**src/rtl/andor_arbiter.sv**
```systemverilog
// Two-requester round-robin arbiter in front of one shared (a&b)|c unit.
// The result sits in a one-entry register and follows a valid/ready handshake.
module andor_arbiter #(
    parameter int W = 8
) (
    input  logic         clk,
    input  logic         rst_n,

    input  logic         req0_valid,
    output logic         req0_ready,
    input  logic [W-1:0] req0_a,
    input  logic [W-1:0] req0_b,
    input  logic [W-1:0] req0_c,

    input  logic         req1_valid,
    output logic         req1_ready,
    input  logic [W-1:0] req1_a,
    input  logic [W-1:0] req1_b,
    input  logic [W-1:0] req1_c,

    output logic         res_valid,
    input  logic         res_ready,
    output logic [W-1:0] res_and,
    output logic [W-1:0] res_data,
    output logic         res_id
);

    typedef enum logic {
        EMPTY = 1'b0,
        FULL  = 1'b1
    } state_t;

    state_t         state_q;
    logic           prio_q;
    logic [W-1:0]   and_q;
    logic [W-1:0]   data_q;
    logic           id_q;

    logic           slot_free;
    logic           gnt0;
    logic           gnt1;
    logic           accept;
    logic [W-1:0]   sel_a;
    logic [W-1:0]   sel_b;
    logic [W-1:0]   sel_c;
    logic [W-1:0]   and_d;
    logic [W-1:0]   data_d;

    function automatic logic [W-1:0] and_or(input logic [W-1:0] a,
                                            input logic [W-1:0] b,
                                            input logic [W-1:0] c);
        return (a & b) | c;
    endfunction

    // Grants depend only on valids, prio and slot occupancy; gated by rst_n so
    // both ready outputs read 0 while reset is asserted.
    always_comb begin
        slot_free = (state_q == EMPTY) || res_ready;
        gnt0      = rst_n && slot_free && req0_valid && (!req1_valid || !prio_q);
        gnt1      = rst_n && slot_free && req1_valid && (!req0_valid ||  prio_q);
        accept    = gnt0 || gnt1;
        sel_a     = gnt1 ? req1_a : req0_a;
        sel_b     = gnt1 ? req1_b : req0_b;
        sel_c     = gnt1 ? req1_c : req0_c;
        and_d     = sel_a & sel_b;
        data_d    = and_or(sel_a, sel_b, sel_c);
    end

    always_ff @(posedge clk or negedge rst_n) begin
        if (!rst_n) begin
            state_q <= EMPTY;
            prio_q  <= 1'b0;
            and_q   <= '0;
            data_q  <= '0;
            id_q    <= 1'b0;
        end else begin
            case (state_q)
                EMPTY: begin
                    if (accept) begin
                        state_q <= FULL;
                        prio_q  <= !gnt1;
                        and_q   <= and_d;
                        data_q  <= data_d;
                        id_q    <= gnt1;
                    end
                end
                FULL: begin
                    // A drain with a waiting requester refills on the same edge.
                    if (accept) begin
                        state_q <= FULL;
                        prio_q  <= !gnt1;
                        and_q   <= and_d;
                        data_q  <= data_d;
                        id_q    <= gnt1;
                    end else if (res_ready) begin
                        state_q <= EMPTY;
                    end
                end
                default: state_q <= EMPTY;
            endcase
        end
    end

    assign req0_ready = gnt0;
    assign req1_ready = gnt1;
    assign res_valid  = (state_q == FULL);
    assign res_and    = and_q;
    assign res_data   = data_q;
    assign res_id     = id_q;

endmodule

```
**config.mk**
```make
export PLATFORM = sky130hd
export DESIGN_NAME = andor_arbiter
export DESIGN_NICKNAME = d
export VERILOG_FILES = /design/src/rtl/andor_arbiter.sv
export SDC_FILE = /design/constraint.sdc
export NUM_CORES = 1
export LEC_CHECK = 0
export ABC_CLOCK_PERIOD_IN_PS = 1730
export BUFFER_PORTS_ARGS = -buffer_cell sky130_fd_sc_hd__buf_2
export CORE_MARGIN = 2
export CORE_UTILIZATION = 42
export CTS_CLUSTER_SIZE = 8
export DETAILED_ROUTE_END_ITERATION = 7
export HOLD_SLACK_MARGIN = 0.05
export PLACE_DENSITY = 0.82
export SLEW_MARGIN = 15
export SYNTH_ARGS = -nofsm -noshare
export SYNTH_HDL_FRONTEND = slang
export SYNTH_SLANG_ARGS = --single-unit
export TNS_END_PERCENT = 10
```
**constraint.sdc**
```tcl
create_clock -name clk -period 1.73 [get_ports clk]
set_input_delay 0.173 -clock clk [delete_from_list [all_inputs] [get_ports clk]]
set_output_delay 0.173 -clock clk [all_outputs]
set_load 0.005 [all_outputs]
```
# Word level (Yosys, flattened, before mapping)
# Index checks and enable logic that the tools add are counted.
[classes]
bitwise_logic = 3
reduce_logical = 13
muxes = 11
[ops]
columns = ["operator", "count"]
rows = [
  ["$mux W8", 5],
  ["$and A8 B8 Y8", 1],
  ["$or A8 B8 Y8", 1],
  ["$logic_and A1 B1 Y1", 5],
  ["$mux W1", 5],
  ["$logic_not A1 Y1", 4],
  ["$logic_or A1 B1 Y1", 4],
  ["$pmux W1 S2", 1],
  ["$not A1 Y1", 1],
]
[word_totals]
elab_cells = 32
register_bits = 19

# Logic depth before layout (Yosys ltp)
[logic_depth]
word_depth = 9
depth_mapped = 6
mapped_depth_nobuf = 4

# Least setup slack after synthesis
# Ideal clock, no wire load.
[synth_path]
kind = "reg2reg"
start = "reg prio_q"
end = "reg data_q[1], in the netlist res_data[1]"
setup_time_ps = 74
arrival_time_ps = 1211
period_less_slack_ps = 1285
path_slack_ps = 445
stages_incl_launch_ff = 5
n_path_buf = 1
required_time_ps = 1656
path_cell_list = "dfrtp_1 > o2111ai_4 > buf_6 > mux2_4 > o21ai_2"
[synth_between]
elab_chain_len = 6
[synth_lines]
columns = ["element", "line", "rtl"]
rows = [
  ["from (decl)", "34", "logic prio_q;"],
  ["from (signal assigned)", "81", "prio_q <= !gnt1;"],
  ["from (signal assigned)", "91", "prio_q <= !gnt1;"],
  ["$logic_or A1 B1 Y1", "60", "gnt1 = rst_n && slot_free && req1_valid && (!req0_valid || prio_q);"],
  ["$logic_and A1 B1 Y1", "60", ""],
  ["$mux W8, on equally long branches", "62, 63", ""],
  ["$and A8 B8 Y8", "52", "return (a & b) | c;"],
  ["$or A8 B8 Y8", "52", ""],
  ["$mux W8", "79, 89", ""],
  ["to (signal assigned)", "83", "data_q <= data_d;"],
  ["to (signal assigned)", "93", "data_q <= data_d;"],
  ["to (decl)", "36", "logic [W-1:0] data_q;"],
]
# Several ways; a longest one is shown, not always the timed one. The select of a mux whose other input is x is not followed.
# A chain may end at the register's enable or synchronous reset.

# Worst setup path in the final report
[layout_path]
start = "in rst_n"
end = "out req0_ready"
[layout_between]
elab_chain_len = 3
[layout_lines]
columns = ["element", "line", "rtl"]
rows = [
  ["from (decl)", "7", "input logic rst_n,"],
  ["$logic_and A1 B1 Y1 (3 in a row)", "59", "gnt0 = rst_n && slot_free && req0_valid && (!req1_valid || !prio_q);"],
  ["to (decl)", "10", "output logic req0_ready,"],
]
# Every way passes these cells.

==> metrics.md <==
| Metric | Value |
|---|---|
| Slew headroom | `75.73%` |
| CTS Root Buffer Type | `clkbuf_4` |
| Final count of pins violating max slew | `0` |
| Tot GR Track Use | `15.37%` |
| Initial Util | `a little over two fifths` |
| Total routed wirelength | `2228 um` |
| Initial DRT Pass Iterations | `2` |
| Fin crit period | `1626 ps` |
| HP Class | `input port to flip-flop` |
| Status | `completed` |
| Worst Setup Start Kind | `input port` |
| Cts repair resizes | `0` |
| Antenna viol nets, final | `0` |
| Number of global-route vias before repair | `between 900 and 1000` |
| Worst Path Arrival | `1450 ps` |
| Most common cell after layout, fill and taps aside | `buf_2` |
| Switch share | `29.59%` |
| Fmax | `615.2 MHz` |
| Area Growth Syn to Fin | `38.31%` |
| Max_cap viols | `0` |
| CP Capture Type | `output pin` |
| Slew @ Worst Pin | `362.8 ps` |
| Clock share of power | `17.7%` |
| Die area | `3188 um^2` |
| Num Clock Sinks | `19` |
| Sequential share of the synthesized area | `41.13%` |
| Average instance area after synthesis | `a little over 10 um^2` |
| WP data required | `1560 ps` |
| Final Cycle Share | `93.96%` |
| CTS buffer count | `3` |
| Hold WS | `182.6 ps` |
| WL per Instance | `around 9.9 um` |
| Static Leak | `0.9045 nW` |
| DIE WIDTH | `56.47 um` |
| Layout cell share with drive strength beyond 1 | `between 50% and 60%` |
| TritonCTS clock tree | `built` |
| Largest net degree at the start of global routing | `30` |
| Cell area after synthesis | `1156 um^2` |
| Fin cells | `224` |
| Gr ovfl total | `0` |
| Sequential power share | `48.1%` |
| Port Buffers | `72` |
| Routability cong. | `0.6913` |
| Pwr Density | `between 700 and 800 nW/um^2` |
| Via count | `1079` |
| Layout Nets | `247` |
| Most frequent cells in the layout | `buf_2, nand2_1, dfrtp_1` |
| Final TNS setup | `0 ps` |
| Max rail drop VDD | `0.0004772 V` |
| Vias/cell | `4.817` |
| Internal power component | `0.8403 mW` |
| Switching pwr | `0.3530 mW` |
| Post-CTS Setup Bufs | `0` |
| DRT iter0 DRCs | `8` |
| Num ports | `73` |
| # diodes | `0` |
| RSZ-0062 raised after global routing | `false` |
| Comb power frac | `approximately a third` |
| Setup Skew | `around 3.4 ps` |
| Antenna violations before repair | `0` |
| Worst-path clk slew | `around 100 ps` |
| Register bit total from synthesis | `19` |
| Yosys warns | `0` |
| Setup CP Type | `input port to output pin` |
| Hold-fix buffers, CTS | `2` |
| Num rows | `19` |
| Crit-path max FO | `5` |
| Post-synth net total | `168` |
| CTS Buffer Depth | `2` |
| Dpl hpwl | `1889 um` |
| Library cells used by synthesis | `18` |
| Hold Fails Final Rpt | `0` |
| H-tree depth | `1` |
| First-pass GRT wire length | `3946 um` |
| Cells after synthesis | `115` |
| Setup-failing EPs final | `0` |
| Core Area | `2686 um^2` |
| Clk Latency, worst-skew pair | `280 ps` |
| Placed cell count | `between 200 and 250` |
| Post-route DRC | `0` |
| Die Height | `56.47 um` |
==> per-stage QoR <==
stage	utilization, %	setup WS (ps)	cell area, um^2	power, mW
after floorplan	-	445.4	1156	0.8122
after global placement	57.80	332.5	1553	0.9868
after detailed placement	57.80	280.5	1553	0.9977
after CTS	59.52	98.59	1599	1.215
after global routing	59.52	25.03	1599	1.290
final	59.52	104.5	1599	1.193
==> worst paths after layout <==
path,startpoint,end,slack [ps],depth (start not counted)
worst max register to register,prio_q,res_data[6],280,4
min in group asynchronous,rst_n,res_data[3],410,3
worst max-delay path,rst_n,req0_ready,100,6
max in group asynchronous,rst_n,prio_q,430,4
worst min-delay path,res_ready,res_valid,180,3
worst min register to register,res_id,res_id,480,2
==> routing by layer <==
layer  vias to the layer above  track usage, %  part of all wire [%]
met3                         2           4.147                   7.8
met1                       476           18.74                    41
met2                        39           26.08                    51
met5                         -               0                     0
li1                        562               -                     -
met4                         0           5.102                  0.76
==> logic make-up after synthesis <==
kind of cell | share of synthesized area, %
multiplexers | 19.59
flip-flops | 41.13
AO/OA/AOI/OAI | 21.00
buffers and inverters | 4.437
AND/OR/NAND/NOR | 13.85
==> cells in the mapped netlist <==
| master | instances | share of area [%] |
|---|---|---|
| dfrtp_1 | 19 | 41 |
| mux2_4 | 13 | 17 |
| and2_0 | 2 | 1.1 |
| a21oi_1 | 18 | 7.8 |
| o2111ai_4 | 1 | 2.3 |
| o21ai_0 | 1 | 0.43 |
| nand4_1 | 1 | 0.54 |
| nor2_1 | 2 | 0.65 |
| buf_6 | 2 | 1.9 |
| buf_4 | 1 | 0.65 |
| buf_2 | 2 | 0.87 |
| o21ai_2 | 13 | 9.8 |
| o211ai_1 | 1 | 0.65 |
| mux2i_1 | 2 | 1.7 |
| mux2_2 | 1 | 0.97 |
| nand2_1 | 32 | 10 |
| inv_1 | 3 | 0.97 |
| nand2b_4 | 1 | 1.2 |
==> state kept, by name, indices dropped and copies added (netlist names) <==
name,cells
res_and,8
res_data,8
prio_q,1
res_id,1
res_valid,1
==> area by class of cell <==
type / instances / area [um^2]
Tap cell: 31 / 38.79
Inverter: 3 / 11.26
Clock buffer: 4 / 26.28
Fill cell: 266 / 1087
Timing Repair Buffer: 79 / 417.9
Sequential cell: 19 / 475.5
Multi-Input combinational cell: 88 / 629.4
==> power by group through the flow <==
stage | Sequential [mW] | Clock (mW) | Combinational (mW)
finish | 0.574 | 0.211 | 0.408
global route | 0.589 | 0.241 | 0.460
CTS | 0.576 | 0.222 | 0.417
detailed placement | 0.585 | 0 | 0.413
global placement | 0.583 | 0 | 0.404
floorplan | 0.593 | 0 | 0.220
==> worst max-delay path, stage by stage <==
cell and delay, ps:
dlygate4sd3_1 530, buf_2 150, buf_4 120, nand4_1 250, inv_1 110, buf_2 110
Power figures use the tool's default switching activity.
